<file path="src/rtl/conf_loader.sv">
// rtl/conf_loader.sv - daisy-chained configuration bitstream loader with shadow/active registers
//
// Purpose: shifts W-bit configuration words into a shadow register, forwards
// overflow words to the next tile once the shadow is full, and copies the
// shadow into the active configuration vector c on a commit strobe.
//
// Ports:
//   clk         sole clock
//   rst         synchronous, active-high reset
//   din         incoming configuration word
//   din_valid   din holds a word
//   din_ready   loader accepts din this cycle
//   dout        word forwarded to the downstream loader
//   dout_valid  dout holds a word
//   dout_ready  downstream accepts dout
//   commit      single-cycle strobe: copy shadow to c
//   c           active configuration, registered
//   full        shadow holds NWORDS words
//   loaded      at least one successful commit since reset
//   err         sticky: commit attempted while not full
module conf_loader #(
  parameter int CONF_WIDTH = 64,
  parameter int W          = 8
) (
  input  logic                  clk,
  input  logic                  rst,
  input  logic [W-1:0]          din,
  input  logic                  din_valid,
  output logic                  din_ready,
  output logic [W-1:0]          dout,
  output logic                  dout_valid,
  input  logic                  dout_ready,
  input  logic                  commit,
  output logic [CONF_WIDTH-1:0] c,
  output logic                  full,
  output logic                  loaded,
  output logic                  err
);

  localparam int NWORDS = (CONF_WIDTH + W - 1) / W;
  localparam int SHW    = NWORDS * W;
  localparam int CW     = $clog2(NWORDS + 1);

  localparam logic [CW-1:0] CNT_LAST = CW'(NWORDS - 1);
  localparam logic [CW-1:0] CNT_FULL = CW'(NWORDS);

  typedef enum logic {S_FILL, S_FULL} state_t;

  state_t          state, state_nxt;
  logic [CW-1:0]   cnt, cnt_nxt;
  logic [SHW-1:0]  sh;
  logic [SHW-1:0]  sh_shift;
  logic            accept;

  // Newest word enters at the MSB end; oldest word sits in sh[W-1:0].
  generate
    if (NWORDS == 1) begin : g_single
      assign sh_shift = din;
    end else begin : g_multi
      assign sh_shift = {din, sh[SHW-1:W]};
    end
  endgenerate

  assign accept = din_valid && din_ready;

  // State register
  always_ff @(posedge clk) begin
    if (rst) begin
      state <= S_FILL;
      cnt   <= '0;
    end else begin
      state <= state_nxt;
      cnt   <= cnt_nxt;
    end
  end

  // Next-state logic: FULL is only left through reset.
  always_comb begin
    state_nxt = state;
    cnt_nxt   = cnt;
    if (state == S_FILL && accept) begin
      if (cnt == CNT_LAST) begin
        state_nxt = S_FULL;
        cnt_nxt   = CNT_FULL;
      end else begin
        cnt_nxt = cnt + 1'b1;
      end
    end
  end

  // Output logic. In FULL the loader is a pass-through stage, so handshakes
  // follow the downstream side combinationally. Reset forces the stream idle.
  always_comb begin
    din_ready  = 1'b0;
    dout_valid = 1'b0;
    dout       = '0;
    full       = (state == S_FULL);
    if (!rst) begin
      case (state)
        S_FILL: begin
          din_ready = 1'b1;
        end
        S_FULL: begin
          dout       = sh[W-1:0];
          dout_valid = din_valid;
          din_ready  = dout_ready;
        end
        default: begin
          din_ready = 1'b0;
        end
      endcase
    end
  end

  // Shadow and active registers. A commit on a shifting edge captures the
  // pre-edge shadow because both read sh before the edge updates it.
  always_ff @(posedge clk) begin
    if (rst) begin
      sh     <= '0;
      c      <= '0;
      loaded <= 1'b0;
      err    <= 1'b0;
    end else begin
      if (accept) begin
        sh <= sh_shift;
      end
      if (commit) begin
        if (state == S_FULL) begin
          c      <= sh[CONF_WIDTH-1:0];
          loaded <= 1'b1;
        end else begin
          err <= 1'b1;
        end
      end
    end
  end

endmodule

</file>
<file path="config.mk">
export PLATFORM = sky130hd
export DESIGN_NAME = conf_loader
export DESIGN_NICKNAME = d
export VERILOG_FILES = /design/src/rtl/conf_loader.sv
export SDC_FILE = /design/constraint.sdc
export NUM_CORES = 1
export LEC_CHECK = 0
export ABC_AREA = 1
export CAP_MARGIN = 20
export CORE_MARGIN = 5
export CORE_UTILIZATION = 51
export DETAILED_ROUTE_END_ITERATION = 6
export HOLD_SLACK_MARGIN = 0.06
export PLACE_DENSITY = 0.76
export SYNTH_ARGS = -nofsm -noshare
export SYNTH_HDL_FRONTEND = slang
export SYNTH_SLANG_ARGS = --single-unit
</file>
<file path="constraint.sdc">
create_clock -name clk -period 1.3 [get_ports clk]
set_input_delay 0.26 -clock clk [delete_from_list [all_inputs] [get_ports clk]]
set_output_delay 0.26 -clock clk [all_outputs]
set_load 0.02 [all_outputs]
</file>
After elaboration in Yosys (flattened, before gate mapping)
Cells that the tools add are included.
Storage, ports and cells
  latch bits: 0
  RAM bits: 0
  memories: 0
  input bits: 13
  output and inout port bits: 77
  logic and storage cells: 21
  memory bits (read-only): 0
  register bits: 135
Operators by class
  $mul: 0
  order comparisons: 0
  equality and inequality tests: 1
  shift operators: 0
  reduce and logical (&&, ||, !) cells: 5
  bitwise operators: 1
  divide/modulo/power cells: 0
  add/subtract/negate cells: 1
  muxes and demuxes: 7
Operator list (count)
  8-bit 2-to-1 mux: 2
  2-bit AND reduction: 3
  4-bit by 1-bit adder with 4-bit output (second input constant): 1
  4-bit by 3-bit equality test with 1-bit output (second input constant): 1
  4-bit 2-to-1 mux: 1
  1-bit 2-to-1 mux: 3
  1-bit logical AND: 2
  1-bit case mux with 2 select lines: 1
  1-bit NOT: 1

Logic depth before layout (Yosys ltp)
Gate-level depths: netlist of run 1.
  depth after elaboration: 6
  depth in mapped cells: 7

Least setup slack after synthesis of run 1
No wires, ideal clock.
  path kind: reg-to-output
  start: register state, in the netlist full
  end: output dout[0]
  required time: 1040 ps
  path buffers: 1
  stages on the path, launching flop included: 4
  data arrival time: 1121 ps
  slack: -81 ps
  cells stage by stage: dfxtp_1 > inv_1 > clkbuf_1 > nor2_1
On the way
  word-level cells in the longest chain between the ends: 2
RTL lines
  from (decl): RTL line 49  | state_t state, state_nxt;
  from (signal assigned): RTL line 72  | state <= state_nxt;
  8-bit 2-to-1 mux: RTL line 99  | case (state)
  8-bit 2-to-1 mux: RTL line 98  | if (!rst) begin
  to (decl): RTL line 30  | output logic [W-1:0] dout,
Every way passes these cells.

Worst setup path after layout of run 1
  start: register state, in the netlist full
  end: register sh[29]
On the way
  word-level cells in the longest chain between the ends: 4
RTL lines
  1-bit NOT: RTL line 99
  1-bit case mux with 2 select lines *: RTL line 99
  1-bit 2-to-1 mux *: RTL line 98
  1-bit logical AND *: RTL line 64  | assign accept = din_valid && din_ready;
  to (signal assigned): RTL line 125  | sh <= sh_shift;
  to (decl): RTL line 51  | logic [SHW-1:0] sh;
Every way passes the cells marked *; elsewhere a longest branch is shown, timed or not.
A chain may end at the register's enable or synchronous reset.

==> results of run 1 <==
==> cell families after synthesis <==
group,count (synthesis),share of synthesized area [%]
DFF,135,58.0
and+or+nand+nor,143,13.1
AOI/OAI and AO/OA,188,20.3
adders and majority gates,1,0.268
buffers and inverters,87,8.42
==> path summary, 6_finish.rpt <==
check / to / slack, ns
hold / removal: err / 0.23
setup reg to reg: sh[29] / -0.41
hold reg to reg: sh[25] / 0.49
setup / recovery: sh[29] / -0.41
==> cell usage in the layout, fill, tap and decap left out, drive strengths merged, types with 2 or more instances in the layout <==
cell type      instances
o21ai                127
bufinv                 2
dfxtp                135
nor2                  68
clkinv                 9
inv                   43
clkdlybuf4s50         11
nand3                 47
clkbuf                20
nand2                 29
buf                  141
clkinvlp               5
a21oi                 59
==> sequential cells by signal, summed over array words and instances, names as in the netlist <==
register,cells
c,64
sh,64
err,1
full,1
loaded,1
cnt,4
==> synthesized netlist by cell type <==
cell        n  area, um2
dfxtp_1   135       2700
o21ai_0   119        596
nor2_1     68        255
a21oi_1    59        295
nand3_1    44        220
inv_1      42        158
buf_2      29        145
nand2_1    28        105
o21ai_1     8       40.0
buf_4       6       45.0
clkbuf_1    6       22.5
inv_2       3       11.3
a211oi_1    1       7.51
buf_6       1       11.3
ha_1        1       12.5
nand2_2     1       6.26
nand3_4     1       17.5
nand4_1     1       6.26
o22ai_1     1       6.26
==> repair_timing <==
action	CTS	global route
setup buffers	13	8
pin swaps	15	6
resized for setup	472	209
endpoints found under the setup margin	204	184
gates cloned	15	3
==> through the flow <==
step | instance area, um2 | cells
2_1_floorplan | 4680 | 554
3_3_place_gp | 5790 | 739
3_5_place_dp | 5790 | 739
4_1_cts | 6790 | 798
5_1_grt | 7510 | 809
6_report | 7510 | 809
==> cell type report <==
| cell class | instances | area share [%] |
|---|---|---|
| inverter | 45 | 2.63 |
| timing repair buffer | 155 | 22.7 |
| timing repair inverter | 1 | 0.117 |
| clock buffer | 18 | 5.70 |
| sequential | 135 | 36.5 |
| clock inverter | 13 | 1.77 |
| tap | 108 | 1.80 |
| multi-input combinational | 334 | 28.8 |
==> metal layers <==
layer | share of wire, % | routed length, um | up-vias | GRT usage (%)
li1 | - | - | 2126 | -
met1 | 37 | 6700 | 2321 | 32.1
met2 | 49 | 8950 | 325 | 45.7
met3 | 8.1 | 1470 | 101 | 7.03
met4 | 6.1 | 1120 | 0 | 11.2
met5 | 0 | 0 | - | 0
==> power groups by stage <==
stage / Clock [mW] / Combinational (mW) / Sequential (mW)
floorplan: 0 / 0.229 / 4.33
global route: 4.82 / 0.699 / 4.26
global placement: 0 / 0.339 / 4.34
finish: 4.67 / 0.667 / 4.26
detailed placement: 0 / 0.348 / 4.34
CTS: 4.50 / 0.552 / 4.25
==> flow_summary.json, run 1 <==
{
  "ys_warn_count": 0,
  "die_x_um": 106,
  "io_pins": 90,
  "holdWs_ns": 0.233,
  "required_ns": 1.70,
  "cp_slowest_cell": "dfxtp_2",
  "viasPerCell": 6.02,
  "hp-start": "rst",
  "insertion_delay_ns": 0.53,
  "drc": 0,
  "fillCellCount": 415,
  "max_freq_mhz": 584,
  "core_region_area_mm2": 0.00881,
  "grt_pass1_wl_mm": 23.9,
  "status": "complete, but fails checks",
  "drt_first_pass_iters": 6,
  "cts_inserted_buffers": 17,
  "nNetsFinal": 703,
  "path_clk_slew_ns": 0.07,
  "skew_ns": 0.00915,
  "gp_congestion": 0.834,
  "synth-seq-cells": 135,
  "switchingPower_mw": 2.36,
  "max-vdd-ir-drop_uv": 1090,
  "hold_viol_final": 0,
  "drt_wl_total_mm": 18.2,
  "swShare_pct": 24.6,
  "cts.path.max_buffers": 2,
  "crit_chain": "buf_4 -> buf_8 -> nand2_8 -> nand3_4 -> buf_6 -> buf_16 -> o21ai_1",
  "postSynthCellCount": 554,
  "critical_path.max_fanout": 13,
  "final.setup.tns_ns": -23.12,
  "finalPower_mw": 9.60,
  "clkPwrFrac_pct": 48.6,
  "io_buffers": 89,
  "internal_power_mw": 7.24,
  "cp_top_family": "buffers and inverters",
  "ant_nets": 0,
  "drive_above_1_share_pct": 46.8,
  "dieArea_mm2": 0.0112,
  "crit_path_end_kind": "register",
  "layout_min_cycle_time_ns": 1.71,
  "final.period_utilization_pct": 132,
  "critPathMaxStageDelay_ns": 0.34,
  "antenna_cells": 0,
  "cp.buffers_inverters": 4,
  "report.final.slew_viol_count": 0,
  "worst-path-stages": 7,
  "avgRoutedWirePerCell_um": 22.5,
  "initial_core_util_pct": 53.0,
  "power.density_mw_per_mm2": 1280,
  "reg2reg_depth": 7,
  "dp_slack_ns": -0.822,
  "maxCapViolations": 0,
  "cp-start-kind": "register",
  "worst_slack_ns": -0.414,
  "combPwrFrac_pct": 6.9,
  "multi_input_area_mm2": 0.00216,
  "grt_use_total_pct": 26.8,
  "dp_hpwl_mm": 7.34,
  "ys_types": 19,
  "ys_seq_area_share_pct": 58.0,
  "drt-initial-drc-count": 499,
  "hp-class": "in -> reg",
  "rsz0062_at_grt": "true",
  "grt_max_degree": 105,
  "syn-num-nets": 568,
  "seqPwrFrac_pct": 44.4,
  "cts_htree_levels": 4,
  "utilization_pct": 85.3,
  "dr_total_vias": 4873,
  "syn_area_mm2": 0.00466,
  "rows": 34,
  "clock-sinks": 135,
  "arrival_ns": 2.12,
  "syn_avg_cell_area_um2": 8.42,
  "cts_tree": "yes",
  "holdPathStages": 2,
  "cts-root-buf": "clkbuf_8",
  "slew_headroom_pct": 67.7,
  "worst_pin_slew_ns": 0.484,
  "failed_checks": "setup timing",
  "grt_pass1_vias": 4565,
  "crit_type": "reg -> reg",
  "cp-startpoint": "full",
  "final-setup-viol-count": 144,
  "p_leak_nw": 2.94,
  "ctsHoldBuffers": 0,
  "antenna_found_initial": 0,
  "syn2layout_area_growth_pct": 61.0,
  "reg2reg_from": "full",
  "seq_area_mm2": 0.00274,
  "fp.dieH_um": 106,
  "overflow": 0
}
(Power assumes the default switching activity.)
==> run 2: changes to the inputs <==
--- a/config.mk
+++ b/config.mk
@@ -7,7 +7,6 @@
 export LEC_CHECK = 0
 export ABC_AREA = 1
 export CAP_MARGIN = 20
-export CORE_MARGIN = 5
 export CORE_UTILIZATION = 51
 export DETAILED_ROUTE_END_ITERATION = 6
 export HOLD_SLACK_MARGIN = 0.06
==> run 2 against run 1 <==
Compared with the run above: largest cell class unchanged; clock skew down 0.0032 ns; flip-flop and latch count unchanged; critical path type is now reg -> out; combinational power increased by 7.2%; the run ends with DRC, setup timing left; highest routed layer unchanged; sequential power about the same; clock-buffer cell count is the same; non-clock buffer count rose by 19; final cell count rose by 2.5%; total power is 5.5% higher.
==> flow_summary.json, run 2 (synthesis results as in run 1) <==
{
  "final-setup-viol-count": 125,
  "placed_area_mm2": 0.00579,
  "clock-sinks": 135,
  "crit_path_end_kind": "primary output",
  "final.period_utilization_pct": 132,
  "io_buffers": 89,
  "reg2reg_to": "sh[43]",
  "initial_core_util_pct": 53.0,
  "p_leak_nw": 3.15,
  "avgRoutedWirePerCell_um": 23.0,
  "critical_path.max_fanout": 4,
  "skew_ns": 0.00600,
  "dieArea_mm2": 0.00953,
  "finalPower_mw": 10.1,
  "grt_max_degree": 78,
  "dp_slack_ns": -0.743,
  "cts-root-buf": "clkbuf_8",
  "viasPerCell": 6.12,
  "holdPathEnd": "c[0]",
  "rsz0062_at_grt": "true",
  "drt_wl_total_mm": 19.0,
  "grt_pass1_vias": 4046,
  "slew_headroom_pct": 77.1,
  "status": "complete, but fails checks",
  "antenna_found_initial": 0,
  "core_region_area_mm2": 0.00881,
  "fp.dieH_um": 97.6,
  "crit_type": "reg -> out",
  "grt_pass1_wl_mm": 19.4,
  "required_ns": 1.04,
  "nNetsFinal": 723,
  "syn2layout_area_growth_pct": 70.6,
  "maxCapViolations": 0,
  "final_common_cell": "buf_4",
  "power.density_mw_per_mm2": 1270,
  "path_clk_slew_ns": 0.06,
  "failed_checks": "DRC, setup timing",
  "max_freq_mhz": 585,
  "overflow": 0,
  "io_pins": 90,
  "ctsHoldBuffers": 0,
  "use_met2_pct": 44.4,
  "fillCellCount": 323,
  "report.final.slew_viol_count": 0,
  "cts_tree": "yes",
  "reg_top3": "c: 64 flops, sh: 64 flops, cnt: 4 flops",
  "grt_most_used_layer": "met2",
  "drc": 18,
  "drt-initial-drc-count": 512,
  "hold_viol_final": 0,
  "dp_hpwl_mm": 6.98,
  "use_met1_pct": 30.6,
  "hp-start": "rst",
  "grt_use_met3_pct": 6.12,
  "antenna_cells": 0,
  "drive_above_1_share_pct": 53.7,
  "utilization_pct": 90.3,
  "insertion_delay_ns": 0.54,
  "cts.path.max_buffers": 2,
  "final.setup.tns_ns": -15.11,
  "reg2reg_from": "full",
  "cts_htree_levels": 4,
  "dr_total_vias": 5075,
  "reg2reg_setup_slack_ns": -0.25,
  "hp-class": "in -> reg",
  "max-vdd-ir-drop_uv": 1350,
  "layout_common_cells": "93 x buf_4, 90 x dfxtp_1, 60 x o21ai_1",
  "worst_slack_ns": -0.410,
  "cp-start-kind": "register",
  "ant_nets": 0,
  "grt_use_total_pct": 25.6,
  "layout_min_cycle_time_ns": 1.71,
  "die_x_um": 97.6,
  "holdPathStages": 4,
  "cts_inserted_buffers": 17,
  "drt_first_pass_iters": 7,
  "reg2reg_depth": 8,
  "arrival_ns": 1.45,
  "gp_congestion": 0.844,
  "rows": 34,
  "worst_pin_slew_ns": 0.341,
  "final_area_mm2": 0.00796
}
## run 2: area by class of cell
class / count / area, um2 / share of cell area, %
Clock buffer: 18 / 428 / 5.38
Clock inverter: 13 / 194 / 2.44
Inverter: 45 / 203 / 2.55
Multi-Input combinational cell: 333 / 2310 / 29.0
Sequential cell: 135 / 2770 / 34.8
Tap cell: 108 / 135 / 1.70
Timing Repair Buffer: 174 / 1890 / 23.8
Timing Repair inverter: 3 / 30.0 / 0.377
## run 2: how the worst max path moves through the flow
stage / slack (ns) / cells past startpoint / end / from
floorplan: 0.03 / 3 / dout[0] / full
global placement: -0.68 / 5 / dout[2] / rst
detailed placement: -0.74 / 8 / cnt[2] / rst
CTS: -0.36 / 5 / dout[2] / full
global route: -0.43 / 5 / dout[2] / full
finish: -0.41 / 5 / dout[2] / full
## run 2: what timing repair did
item | 4_1_cts | 5_1_grt
buffers inserted | 9 | 27
cloned | 5 | 22
resized for setup | 388 | 358
pin swaps | 2 | 22
setup endpoints to repair | 153 | 181
## run 2: worst max-delay path: stages (launching register included)
cell and delay, ns:
dfxtp_4 0.37, clkinvlp_4 0.10, buf_6 0.14, buf_6 0.11, nor2_4 0.08, buf_6 0.12
## run 2: stage by stage
| stage | hold slack (ns) | instances |
|---|---|---|
| finish | 0.195 | 829 |
| global route | 0.199 | 829 |
| CTS | 0.308 | 783 |
| detailed placement | 0.464 | 738 |
| global placement | 0.454 | 738 |
| floorplan | 0.370 | 554 |
## run 2: power breakdown
part / switching [mW] / leakage [nW] / internal [mW]
combinational: 0.414 / 1.73 / 0.301
clock: 1.96 / 0.302 / 3.18
sequential: 0.0572 / 1.12 / 4.20
## run 2: routing by layer
layer  vias to the layer above  part of all wire (%)
li1                       2184                     -
met1                      2435                    36
met2                       364                    50
met3                        92                   9.2
met4                         0                   4.9
met5                         -                     0
